<file path="src/rtl/mem_link_pkg.sv">
// mem_link_pkg: shared definitions for the UART memory link.
// Holds message lengths, field offsets, the master FSM state type and
// helpers that pack read/write request messages (72-bit body, byte 0 in [7:0]).
package mem_link_pkg;

  localparam logic [4:0] REQ_RD_LEN = 5'd5;
  localparam logic [4:0] REQ_WR_LEN = 5'd9;
  localparam logic [4:0] RSP_RD_LEN = 5'd4;

  localparam int unsigned ADDR_LO = 32;
  localparam int unsigned MASK_LO = 64;

  typedef enum logic [2:0] {
    ST_IDLE,
    ST_DRAIN,
    ST_SEND,
    ST_WAIT_RSP,
    ST_POP,
    ST_RESP
  } state_e;

  // Read request: address in bytes 0..3, byte 4 left zero to mark a read.
  function automatic logic [71:0] pack_rd_req(input logic [31:0] addr);
    logic [71:0] msg;
    msg        = '0;
    msg[31:0]  = addr;
    return msg;
  endfunction

  // Write request: data, then address, then byte enables in the low nibble of byte 8.
  function automatic logic [71:0] pack_wr_req(input logic [31:0] addr,
                                               input logic [31:0] wdata,
                                               input logic [3:0]  mask);
    logic [71:0] msg;
    msg                  = '0;
    msg[31:0]            = wdata;
    msg[ADDR_LO +: 32]   = addr;
    msg[MASK_LO +: 4]    = mask;
    return msg;
  endfunction

endpackage

</file>
<file path="src/rtl/mem_link_master.sv">
// mem_link_master: CPU-side master of the UART memory link.
// Takes one load/store from the core, packs it into a request message on
// link channel 0, and for loads waits for the 4-byte reply (with timeout).
// Ports:
//   CLK, RST (async, active-high)
//   cpu_req_*   : core request (valid/ready, we, addr, wdata, mask)
//   cpu_resp_*  : one-cycle completion pulse with rdata/err
//   link_write_*: message push towards the link (flag, length, data, writable)
//   link_read_* : received message pop (flag, length, data, readable)
// All outputs are registered. link_writable/link_readable are acted on in the
// cycle after they are sampled, so pushes/pops appear one cycle later.
module mem_link_master
  import mem_link_pkg::*;
#(
  parameter int unsigned TIMEOUT_CYCLES = 1000000,
  parameter int unsigned CNT_WIDTH      = 20
) (
  input  logic        CLK,
  input  logic        RST,
  input  logic        cpu_req_valid,
  output logic        cpu_req_ready,
  input  logic        cpu_req_we,
  input  logic [31:0] cpu_req_addr,
  input  logic [31:0] cpu_req_wdata,
  input  logic [3:0]  cpu_req_mask,
  output logic        cpu_resp_valid,
  output logic [31:0] cpu_resp_rdata,
  output logic        cpu_resp_err,
  output logic        link_write_flag,
  output logic [4:0]  link_write_length,
  output logic [71:0] link_write_data,
  input  logic        link_writable,
  output logic        link_read_flag,
  input  logic [4:0]  link_read_length,
  input  logic [71:0] link_read_data,
  input  logic        link_readable
);

  localparam logic [CNT_WIDTH-1:0] CNT_LAST = CNT_WIDTH'(TIMEOUT_CYCLES - 1);

  state_e                state_q, state_d;
  logic [CNT_WIDTH-1:0]  cnt_q, cnt_d;
  logic                  store_q, store_d;
  logic                  req_ready_q, req_ready_d;
  logic                  resp_valid_q, resp_valid_d;
  logic [31:0]           rdata_q, rdata_d;
  logic                  err_q, err_d;
  logic                  wr_flag_q, wr_flag_d;
  logic [4:0]            wr_len_q, wr_len_d;
  logic [71:0]           wr_data_q, wr_data_d;
  logic                  rd_flag_q, rd_flag_d;

  // Only the low word of a reply carries load data.
  logic unused_rd_hi;
  assign unused_rd_hi = ^link_read_data[71:32];

  always_comb begin
    state_d      = state_q;
    cnt_d        = cnt_q;
    store_d      = store_q;
    rdata_d      = rdata_q;
    err_d        = err_q;
    wr_len_d     = wr_len_q;
    wr_data_d    = wr_data_q;
    wr_flag_d    = 1'b0;
    rd_flag_d    = 1'b0;
    resp_valid_d = 1'b0;

    case (state_q)
      ST_IDLE: begin
        if (link_readable) begin
          // Stale reply from an abandoned transaction: pop and discard.
          rd_flag_d = 1'b1;
          state_d   = ST_DRAIN;
        end else if (cpu_req_valid && req_ready_q) begin
          store_d = cpu_req_we;
          rdata_d = '0;
          err_d   = 1'b0;
          if (cpu_req_we && (cpu_req_mask == 4'b0000)) begin
            resp_valid_d = 1'b1;
            state_d      = ST_RESP;
          end else begin
            if (cpu_req_we) begin
              wr_len_d  = REQ_WR_LEN;
              wr_data_d = pack_wr_req(cpu_req_addr, cpu_req_wdata, cpu_req_mask);
            end else begin
              wr_len_d  = REQ_RD_LEN;
              wr_data_d = pack_rd_req(cpu_req_addr);
            end
            wr_flag_d = link_writable;
            state_d   = ST_SEND;
          end
        end
      end

      ST_DRAIN: state_d = ST_IDLE;

      ST_SEND: begin
        // wr_flag_q high means the push happens in this cycle.
        if (wr_flag_q) begin
          if (store_q) begin
            resp_valid_d = 1'b1;
            state_d      = ST_RESP;
          end else begin
            cnt_d   = '0;
            state_d = ST_WAIT_RSP;
          end
        end else begin
          wr_flag_d = link_writable;
        end
      end

      ST_WAIT_RSP: begin
        cnt_d = cnt_q + CNT_WIDTH'(1);
        if (link_readable) begin
          rd_flag_d = 1'b1;
          state_d   = ST_POP;
          if (link_read_length == RSP_RD_LEN) begin
            rdata_d = link_read_data[31:0];
            err_d   = 1'b0;
          end else begin
            rdata_d = '0;
            err_d   = 1'b1;
          end
        end else if ((TIMEOUT_CYCLES != 0) && (cnt_q == CNT_LAST)) begin
          rdata_d      = '0;
          err_d        = 1'b1;
          resp_valid_d = 1'b1;
          state_d      = ST_RESP;
        end
      end

      ST_POP: begin
        resp_valid_d = 1'b1;
        state_d      = ST_RESP;
      end

      ST_RESP: state_d = ST_IDLE;

      default: state_d = ST_IDLE;
    endcase

    req_ready_d = (state_d == ST_IDLE) && !link_readable;
  end

  always_ff @(posedge CLK or posedge RST) begin
    if (RST) begin
      state_q      <= ST_IDLE;
      cnt_q        <= '0;
      store_q      <= 1'b0;
      req_ready_q  <= 1'b0;
      resp_valid_q <= 1'b0;
      rdata_q      <= '0;
      err_q        <= 1'b0;
      wr_flag_q    <= 1'b0;
      wr_len_q     <= '0;
      wr_data_q    <= '0;
      rd_flag_q    <= 1'b0;
    end else begin
      state_q      <= state_d;
      cnt_q        <= cnt_d;
      store_q      <= store_d;
      req_ready_q  <= req_ready_d;
      resp_valid_q <= resp_valid_d;
      rdata_q      <= rdata_d;
      err_q        <= err_d;
      wr_flag_q    <= wr_flag_d;
      wr_len_q     <= wr_len_d;
      wr_data_q    <= wr_data_d;
      rd_flag_q    <= rd_flag_d;
    end
  end

  assign cpu_req_ready     = req_ready_q;
  assign cpu_resp_valid    = resp_valid_q;
  assign cpu_resp_rdata    = rdata_q;
  assign cpu_resp_err      = err_q;
  assign link_write_flag   = wr_flag_q;
  assign link_write_length = wr_len_q;
  assign link_write_data   = wr_data_q;
  assign link_read_flag    = rd_flag_q;

endmodule

</file>
<file path="config.mk">
export PLATFORM = sky130hd
export DESIGN_NAME = mem_link_master
export DESIGN_NICKNAME = d
export VERILOG_FILES = /design/src/rtl/mem_link_pkg.sv /design/src/rtl/mem_link_master.sv
export SDC_FILE = /design/constraint.sdc
export NUM_CORES = 1
export LEC_CHECK = 0
export BUFFER_PORTS_ARGS = -buffer_cell sky130_fd_sc_hd__clkbuf_2
export CAP_MARGIN = 20
export CORE_MARGIN = 2
export CORE_UTILIZATION = 25
export CTS_CLUSTER_DIAMETER = 100
export DETAILED_ROUTE_END_ITERATION = 8
export SLEW_MARGIN = 15
export SYNTH_ARGS = -nofsm -noshare
export SYNTH_HDL_FRONTEND = slang
export SYNTH_SLANG_ARGS = --single-unit
</file>
<file path="constraint.sdc">
create_clock -name CLK -period 5.05 [get_ports CLK]
set_input_delay 1.01 -clock CLK [delete_from_list [all_inputs] [get_ports CLK]]
set_output_delay 1.01 -clock CLK [all_outputs]
set_load 0.1 [all_outputs]
</file>
==> results.txt, run 1 <==
Die Y - 160 um
Register area share after synthesis - 0.544
Crit. End Element - register
Util after Layout - 0.336
Worst r2r dst - link_write_data[18]
TNS Setup - 0 ns
CTS H-Tree Depth - 4
Cell Int Power - 2.81 mW
Pre-CTS setup slack - 1.70 ns
Crit path time final - 2.87 ns
Largest net degree at the start of global routing - 111
Static Leak - 4.11 nW
Max Clock Freq - 349 MHz
Crit path buffers/inverters - 2
Async set or reset register ratio after synthesis - 1.00
Post-CTS repair timing setup buffer count - 0
Initial antenna violation count - 1
Critical Path RT - 5.29 ns
Final instance area - 8100 um^2
Detailed Route Iter0 Violations - 246
DR WL/cell - 15.8 um
HPWL after DPL - 11.6 mm
Vias in the first global route - 5,148
Worst-Margin Slew - 0.972 ns
Headroom to the max-slew limit - 0.351
R2r startpoint - state_q[1]
Class of the most critical setup path - input port to register
CP max stage cell - a21oi_4
Max-slew violations - 0
Post-route setup slack - 2.18 ns
Via count - 5,032
Most common cell after layout, fill and taps aside - clkbuf_2
I/O Pins - 265
Ordered list of cells on the worst path - clkbuf_2 > or3_4 > or3_1 > buf_4 > a21oi_4 > a21oi_1
RePlAce Congestion - 0.775
Setup crit start kind - input port
Post-Syn Area per Cell - 10.8 um^2
Sw Share - 0.538
PwrDens - 749 nW/um^2
GR Util All Layers - 0.138
Initial Util - 0.252
Buffers on Ports - 218
Max IR drop VDD - 374 uV
Num rows - 57
EDFF count, synth - 0
Grt total ovfl - 0
Root buffer selected by CTS - clkbuf_16
Crit path largest cell delay - 0.78 ns
Worst-Skew Late Latency - 0.41 ns
Period utilization - 0.568
RSZ-0062 raised after global routing - false
Netlist cell types - 49
Detail Route Antenna Nets - 0
CORE AREA - 24,100 um^2
Clock Sinks - 132
Sequential cell fraction of total power - 0.258
Post-CTS sizing - 0
Hold Vio Cnt, Final - 0
Beginning of the worst hold path - link_write_length[0]
Remaining DRCs - 0
Logic pwr share - 0.504
Share of cells above drive strength 1 - 0.343
Data arrival time of the critical path - 3.11 ns
Fill count - 2,489
Synth Flop Type - dfrtp_1
CTS Buf Count - 17
Ant. Diodes - 0
Overall Power - 6.07 mW
Total of max-cap violations - 0
Status - completed
Die ar. - 25,600 um^2
Die width - 160 um
WHS Path Cells - 1
R2R depth - 5
Global-route wire length before repair - 28.0 mm
DRT Pass-1 Iters - 4
Hold endpoint - link_write_length[0]
Hold Buf Count CTS - 0
Clock Skews - 0.00902 ns
Clk buf depth - 2
Synth Instances - 561
Worst min path class - register to register
DRT Wirelength - 17.4 mm
Routed vias/inst - 4.58
Worst-path clk slew - 0.06 ns
Clock network fraction of total power - 0.238
Crit path max fanout - 36
Synth warn - 0
Placed cell area - 7380 um^2
Area delta synth->final - 33.3%
Yosys reg bits - 132
Final number of setup-violating endpoints - 0
Final nets - 914
Cell family with most CP delay - compound AO/OA/AOI/OAI gates
Switch Pwr - 3.26 mW
TritonCTS clock tree - built
Most frequent cells in the layout - clkbuf_2, dfrtp_1, nand2_1
Synthesized area - 6080 um^2
Flop-to-flop setup slack - 2.42 ns
==> Yosys cell counts, types with 3 or more instances <==
cell      number  area share
o21ai_0        8      0.0066
o211ai_1       3      0.0037
clkbuf_1      20       0.012
a21oi_1       77       0.063
a22o_1        33       0.048
buf_4          6      0.0074
buf_2         12      0.0099
xor2_1         5      0.0072
and4_1         3      0.0043
nor2_1         9      0.0056
nand2b_1       6      0.0062
nand3_1        4      0.0033
dfrtp_1      132        0.54
or3_1         10       0.010
nor2b_1        3      0.0031
or4_1          5      0.0062
nor4_1         5      0.0051
inv_1          3      0.0019
buf_1          4      0.0025
and3_1         4      0.0041
buf_6          8       0.015
o31ai_1        5      0.0062
a32o_1         4      0.0066
mux2i_1       68        0.11
nand4_1        7      0.0072
nand2_1       87       0.054
and2_1         3      0.0031
==> power by group through the flow <==
stage | Clock (mW) | Combinational [mW] | Sequential (mW)
after global placement | 0 | 3.06 | 1.57
after detailed placement | 0 | 3.07 | 1.58
after floorplan | 0 | 0.511 | 3.64
after CTS | 1.49 | 3.08 | 1.57
after global routing | 1.54 | 3.17 | 1.61
final | 1.44 | 3.06 | 1.57
==> logic make-up after synthesis <==
kind of cell               count (synthesis)  synth area share
and+or+nand+nor                          158             0.133
AOI/OAI and AO/OA                        141             0.151
DFF                                      132             0.544
muxes                                     68             0.112
buffers and inverters                     54            0.0496
xor gates and xnor gates                   6           0.00865
adders and majority gates                  1           0.00206
other                                      1          0.000617
==> how the worst max path moves through the flow <==
stage,from,end,slack (ns),depth (start not counted)
4_1_cts,link_readable,link_write_data[19],2.13,6
6_report,link_readable,link_write_data[18],2.18,6
3_3_place_gp,link_readable,link_write_data[30],1.74,6
3_5_place_dp,link_readable,link_write_data[2],1.70,6
5_1_grt,link_readable,link_write_data[14],2.01,6
2_1_floorplan,RST,cnt_q[0],0.51,1
==> registers in the layout, summed over array words and instances (netlist names) <==
name	cells
link_write_data	68
cpu_resp_rdata	32
cnt_q	20
link_write_length	3
state_q	3
cpu_req_ready	1
cpu_resp_err	1
cpu_resp_valid	1
link_read_flag	1
link_write_flag	1
store_q	1
==> metal layers <==
| layer | vias up | track usage | routed length, um |
|---|---|---|---|
| li1 | 2410 | - | - |
| met1 | 2434 | 0.178 | 7860 |
| met2 | 176 | 0.223 | 8140 |
| met3 | 10 | 0.0462 | 1190 |
| met4 | 2 | 0.0377 | 156 |
| met5 | - | 0 | 13 |
==> final cells by class <==
type	instances	area, um^2	share of cell area
multi-input combinational	380	2500	0.308
tap	324	405	0.0500
sequential	132	3300	0.408
clock buffer	21	470	0.0581
timing repair buffer	228	1190	0.146
inverter	3	16.3	0.00201
clock inverter	11	220	0.0272
==> per-stage QoR <==
stage                     hold WS (ns)  std cells
after global routing             0.500       1099
final                            0.471       1099
after detailed placement         0.455       1066
after global placement           0.452       1066
after floorplan                  0.491        566
after CTS                        0.474       1098
No activity file was read; power rests on OpenSTA's default activity.
==> run 2, diff against run 1 <==
==> constraint.sdc (replaced) <==
create_clock -name CLK -period 2.5 [get_ports CLK]
set_input_delay 0.5 -clock CLK [delete_from_list [all_inputs] [get_ports CLK]]
set_output_delay 0.5 -clock CLK [all_outputs]
set_load 0.1 [all_outputs]
==> run 2 against run 1 <==
Compared with the run above: critical path type is now register to register; utilization is 0.25 points higher; hold slack lost 0.18 ns; first-iteration DRC count fell by 1.2%; sequential share of layout area decreased by 0.31 points.
==> results.txt, run 2 (synthesized netlist as in run 1, its figures left out) <==
Buffers on Ports - 218 (unchanged)
Post-route setup slack - 0.441 ns (-1.74 ns)
Most common cell after layout, fill and taps aside - clkbuf_2
TNS Setup - 0 ns (unchanged)
Class of the most critical setup path - register to register
RePlAce Congestion - 0.756 (-2.4%)
Worst-path clk slew - 0.06 ns (about the same)
Static Leak - 4.14 nW (+0.82%)
Status - completed
Data arrival time of the critical path - 2.35 ns (-0.76 ns)
Final instance area - 8160 um^2 (+0.76%)
Detail Route Antenna Nets - 0 (unchanged)
Max IR drop VDD - 705 uV (+88%)
Critical Path RT - 2.79 ns (-2.50 ns)
Util after Layout - 0.339 (+0.00254)
Worst-Margin Slew - 0.602 ns (-0.370 ns)
Clock Sinks - 132 (unchanged)
Vias in the first global route - 5,066 (-1.6%)
CTS Buf Count - 17 (unchanged)
I/O Pins - 265 (unchanged)
TritonCTS clock tree - built
GR Util All Layers - 0.135 (-0.00262)
Routed vias/inst - 4.58 (about the same)
CORE AREA - 24,100 um^2 (unchanged)
Clk buf depth - 2 (unchanged)
Clock Skews - 0.00841 ns (-0.000602 ns)
Max FFs per register - 68 (unchanged)
Headroom to the max-slew limit - 0.599 (+0.248)
Final nets - 926 (+1.3%)
Num rows - 57 (unchanged)
Die ar. - 25,600 um^2 (unchanged)
PwrDens - 1470 nW/um^2 (+96%)
Initial antenna violation count - 0 (-1)
Ant. Diodes - 0 (unchanged)
Pre-CTS setup slack - 0.429 ns (-1.27 ns)
DRT Pass-1 Iters - 5 (+1)
DRT Wirelength - 17.3 mm (-0.20%)
Total of max-cap violations - 0 (unchanged)
Crit path max fanout - 10 (-72%)
Placed cell area - 7530 um^2 (+2.1%)
HPWL after DPL - 12.1 mm (+3.9%)
Period utilization - 0.824
Die Y - 160 um (unchanged)
RSZ-0062 raised after global routing - false
Area delta synth->final - 34.3%
Final number of setup-violating endpoints - 0 (unchanged)
Die width - 160 um (unchanged)
Crit path time final - 2.06 ns
Via count - 5,086 (+1.1%)
Max-slew violations - 0 (unchanged)
Global-route wire length before repair - 27.6 mm (-1.7%)
Root buffer selected by CTS - clkbuf_16
Crit. End Element - register
Share of cells above drive strength 1 - 0.353 (+0.0100)
CTS H-Tree Depth - 4 (unchanged)
Worst min path class - input port to register
Max Clock Freq - 486 MHz
Grt total ovfl - 0 (unchanged)
DR WL/cell - 15.6 um (-1.3%)
Hold Vio Cnt, Final - 0 (unchanged)
Remaining DRCs - 0 (unchanged)
Detailed Route Iter0 Violations - 243 (-1.2%)
Initial Util - 0.252 (unchanged)
Setup crit start kind - register
Largest net degree at the start of global routing - 82 (-26%)
Worst-Skew Late Latency - 0.42 ns (about the same)
Most frequent cells in the layout - clkbuf_2, dfrtp_1, nand2_1
## run 2: stage by stage
step                      hold slack (ns)  cells  total power [mW]
final                               0.294   1111              12.0
after global routing                0.284   1111              12.5
after CTS                           0.275   1111              12.1
after detailed placement            0.412   1078              9.45
after global placement              0.413   1078              9.39
after floorplan                     0.491    566              8.38
## run 2: repair_timing
action                    4_1_cts  5_1_grt
hold endpoints to repair        4        0
resized for setup               0        0
hold buffers                    1        0
setup buffers                   0        0
## run 2: routing by layer
layer	global-route usage	part of all wire
met4	0.0422	0.0091
met1	0.178	0.46
met5	0	0
met2	0.215	0.46
met3	0.0408	0.069
## run 2: worst paths after layout
kind / startpoint / cells after the start / slack (ns) / to
max in group asynchronous: RST / 4 / 1.15 / link_write_data[9]
worst min-delay path: link_read_data[30] / 3 / 0.29 / cpu_resp_rdata[30]
min in group asynchronous: RST / 3 / 0.53 / link_write_data[58]
worst max-delay path: cnt_q[0] / 6 / 0.44 / state_q[1]
worst max register to register: cnt_q[0] / 6 / 0.44 / state_q[1]
worst min register to register: link_write_length[3] / 1 / 0.47 / link_write_length[3]
## run 2: layout make-up
type,instances,area (um^2)
Sequential cell,132,3300
Tap cell,324,405
Timing Repair Buffer,240,1320
Clock buffer,18,439
Clock inverter,14,179
Multi-Input combinational cell,380,2500
Fill cell,2531,15900
Inverter,3,15.0
## run 2: worst max-delay path, cell delays in order (launching register included)
cell	delay, ns
dfrtp_1	0.41
ha_1	0.19
and3_1	0.23
nand4_1	0.15
buf_4	0.20
or3_1	0.42
a221o_1	0.34
## run 2: report_power, final
part	leakage (nW)	internal (mW)	total (mW)	switching (mW)
combinational	2.13	0.974	6.20	5.23
clock	0.304	1.61	2.63	1.02
sequential	1.71	2.76	3.18	0.413
==> run 3, diff against run 2 <==
--- a/config.mk
+++ b/config.mk
@@ -5,6 +5,7 @@
 export SDC_FILE = /design/constraint.sdc
 export NUM_CORES = 1
 export LEC_CHECK = 0
+export ABC_AREA = 1
 export BUFFER_PORTS_ARGS = -buffer_cell sky130_fd_sc_hd__clkbuf_2
 export CAP_MARGIN = 20
 export CORE_MARGIN = 2
==> constraint.sdc (replaced) <==
create_clock -name CLK -period 1.77 [get_ports CLK]
set_input_delay 0.354 -clock CLK [delete_from_list [all_inputs] [get_ports CLK]]
set_output_delay 0.354 -clock CLK [all_outputs]
set_load 0.1 [all_outputs]
==> run 3 against run 2 <==
Compared with the run above: largest cell class unchanged; critical path type unchanged; clock skew increased by 0.0027 ns; routed wire length increased by 2.4%; utilization increased by 1.7 points; highest routed layer unchanged; final cell count increased by 17%.
==> results.txt, run 3 <==
Routed vias/inst - 4.29 (-6.3%)
Die width - 158 um (-1.1%)
Clock Skews - 0.0111 ns (+0.00269 ns)
I/O Pins - 265 (unchanged)
Worst-path clk slew - 0.06 ns (about the same)
Max IR drop VDD - 1160 uV (+65%)
Placed cell area - 7610 um^2 (+1.0%)
TritonCTS clock tree - built
Most common cell after layout, fill and taps aside - nand2_1
Largest family of logic cells by synthesized area - simple AND/OR/NAND/NOR gates
Fill count - 2,465 (-2.6%)
Remaining DRCs - 0 (unchanged)
WHS Path Cells - 3 (unchanged)
Netlist cell types - 31 (-37%)
End point of the critical path - link_write_data[27]
Most instantiated library cell after synthesis - nand2_1
Worst-Skew Late Latency - 0.41 ns (about the same)
CP startpoint - state_q[2]
GR Util All Layers - 0.139 (+0.00406)
Flop-to-flop setup slack - 0.12 ns (-0.32 ns)
Util after Layout - 0.356 (+0.0171)
Post-Syn Area per Cell - 8.20 um^2 (-24%)
Total of max-cap violations - 0 (unchanged)
Final number of setup-violating endpoints - 0 (unchanged)
Largest net degree at the start of global routing - 64 (-22%)
Synth Area in Simple Gates - 0.341 (+0.208)
Synth warn - 0 (unchanged)
Crit path time final - 1.65 ns (-0.408 ns)
XOR/XNOR Fraction of Synth Area - 0.0147 (+0.00609)
Post-Synth Adder-Cell Area - 0.00211 (+0.0000464)
Die ar. - 25,000 um^2 (-2.1%)
Post-synthesis compound-gate area fraction - 0.0284 (-0.122)
Pre-CTS setup slack - 0.0827 ns (-0.346 ns)
Async set or reset register ratio after synthesis - 1.00 (unchanged)
Share of cells above drive strength 1 - 0.306 (-0.0468)
Synthesized area - 5940 um^2 (-2.2%)
Post-route setup slack - 0.119 ns (-0.322 ns)
Crit. End Element - register
Max-slew violations - 0 (unchanged)
DRT Wirelength - 17.7 mm (+2.4%)
HPWL after DPL - 12.8 mm (+5.5%)
Buffers on Ports - 218 (unchanged)
Top cells by area, synth - dfrtp_1, nand2_1, nand3_1, nor2_1, inv_1
Yosys reg bits - 132 (unchanged)
Leading area contributor after synthesis - dfrtp_1
Clock Sinks - 132 (unchanged)
Multi-input logic area - 2340 um^2 (-6.4%)
CTS H-Tree Depth - 4 (unchanged)
Max Clock Freq - 606 MHz (+25%)
Reg area - 3310 um^2 (about the same)
Area delta synth->final - 40.0%
Status - completed
Global-route wire length before repair - 27.3 mm (-1.0%)
Logic pwr share - 0.529 (+0.013)
Class of the most critical setup path - register to register
EDFF count, synth - 0 (unchanged)
Crit path max fanout - 18 (+8)
Synth Flop Type - dfrtp_1
Top-area cell type share of the netlist area - 0.556 (+0.0122)
Period utilization - 0.933 (+0.109)
Detail Route Antenna Nets - 0 (unchanged)
Hold WS - 0.149 ns (-0.145 ns)
Non-Filler Instances - 1,298 (+17%)
Initial antenna violation count - 1 (+1)
Ant. Diodes - 0 (unchanged)
Most frequent cells in the layout - nand2_1, clkbuf_2, dfrtp_1
CTS Buf Count - 17 (unchanged)
Switch Pwr - 9.64 mW (+45%)
Cell Int Power - 7.50 mW (+40%)
Vias in the first global route - 5,463 (+7.8%)
Headroom to the max-slew limit - 0.612 (+0.0136)
Grt total ovfl - 0 (unchanged)
Worst-Margin Slew - 0.584 ns (-0.0179 ns)
Worst r2r dst - link_write_data[27]
DR WL/cell - 13.7 um (-12%)
CORE AREA - 23,400 um^2 (-2.9%)
Data arrival time of the critical path - 1.99 ns (-0.36 ns)
R2r startpoint - state_q[2]
Sequential cell fraction of total power - 0.256 (-0.009)
Setup crit start kind - register
Clock network fraction of total power - 0.214 (-0.005)
Synth Instances - 725 (+29%)
PwrDens - 2060 nW/um^2 (+40%)
Clk buf depth - 2 (unchanged)
Post-synth top cells - nand2_1, dfrtp_1, nand3_1
Detailed Route Iter0 Violations - 434 (+79%)
Via count - 5,568 (+9.5%)
Max FFs per register - 68 (unchanged)
Register area share after synthesis - 0.556 (+0.0122)
Die Y - 158 um (-1.1%)
Hold Vio Cnt, Final - 0 (unchanged)
RePlAce Congestion - 0.847 (+12%)
R2R depth - 9 (+3)
Root buffer selected by CTS - clkbuf_16
Sw Share - 0.562 (+0.00770)
Final nets - 1,118 (+21%)
DRT Pass-1 Iters - 4 (-1)
Critical Path RT - 2.11 ns (-0.68 ns)
Placed cell count - 1,260 (+17%)
Initial Util - 0.254 (+0.00185)
Final instance area - 8320 um^2 (+2.0%)
Num rows - 56 (-1.8%)
Worst min path class - input port to register
Static Leak - 4.44 nW (+7.3%)
Mux cell area share after synthesis - 0 (-0.112)
[run 3: changes by cell type in the layout (fill, tap and decap cells not counted), moves of 7 or more]
cell	before	now
nand2_1	87	298
nand3_1	4	118
a21oi_1	77	4
mux2i_1	68	0
a22o_1	33	1
nor2_1	9	39
inv_1	2	28
o21ai_0	8	18
or3_1	10	0
buf_4	16	23
[run 3: what timing repair did]
action	CTS	global route
setup buffers	0	3
endpoints found under the hold margin	10	0
hold buffers	1	0
endpoints found under the setup margin	0	55
gates resized for setup	0	3
[run 3: power by group through the flow]
stage               Combinational [mW]  Sequential, mW  Clock, mW
CTS                               9.09            4.40       3.79
finish                            9.07            4.40       3.67
global placement                  9.04            4.42          0
floorplan                         1.26            10.6          0
detailed placement                9.07            4.45          0
global route                      9.47            4.51       3.95
[run 3: kinds of logic after synthesis]
kind of cell | count (synthesis)
adders and majority gates | 1
buffers and inverters | 69
AOI/OAI and AO/OA | 30
DFF | 132
other | 1
and+or+nand+nor | 482
xor gates and xnor gates | 10
[run 3: layout make-up]
type                    instances  area share
flip-flops and latches        132       0.397
well taps                     319      0.0480
inverters                      30      0.0140
clock buffers                  19      0.0520
multi-input cells             529       0.281
repair buffers                256       0.187
clock inverters                13      0.0209
[run 3: worst min path at each step]
stage	from	endpoint	slack, ns
2_1_floorplan	cpu_req_addr[0]	link_write_data[32]	0.46
3_3_place_gp	RST	link_write_length[2]	0.36
3_5_place_dp	RST	link_write_length[2]	0.36
4_1_cts	cpu_req_wdata[2]	link_write_data[2]	0.13
5_1_grt	cpu_req_mask[0]	link_write_data[64]	0.13
6_report	cpu_req_wdata[0]	link_write_data[0]	0.15
[run 3: layer usage]
metal | up-vias | global-route usage | wire length (um)
li1 | 2806 | - | -
met1 | 2549 | 0.167 | 7590
met2 | 199 | 0.238 | 8430
met3 | 14 | 0.0460 | 1480
met4 | 0 | 0.0420 | 226
met5 | - | 0 | 0
[run 3: worst max-delay path, cell delays in order, from the launching register on]
cell and delay, ns:
dfrtp_1 0.38, nor2_2 0.14, nand2_2 0.11, nor3_4 0.19, nand2_1 0.15, nor2_4 0.15, buf_12 0.14, buf_6 0.17
nand2_1 0.07, nand3_1 0.08
[run 3: metrics by stage]
stage | total power, mW | TNS [ns]
2_1_floorplan | 11.8 | -29.46
3_3_place_gp | 13.5 | 0
3_5_place_dp | 13.5 | 0
4_1_cts | 17.3 | 0
5_1_grt | 17.9 | -0.0190
6_report | 17.1 | 0
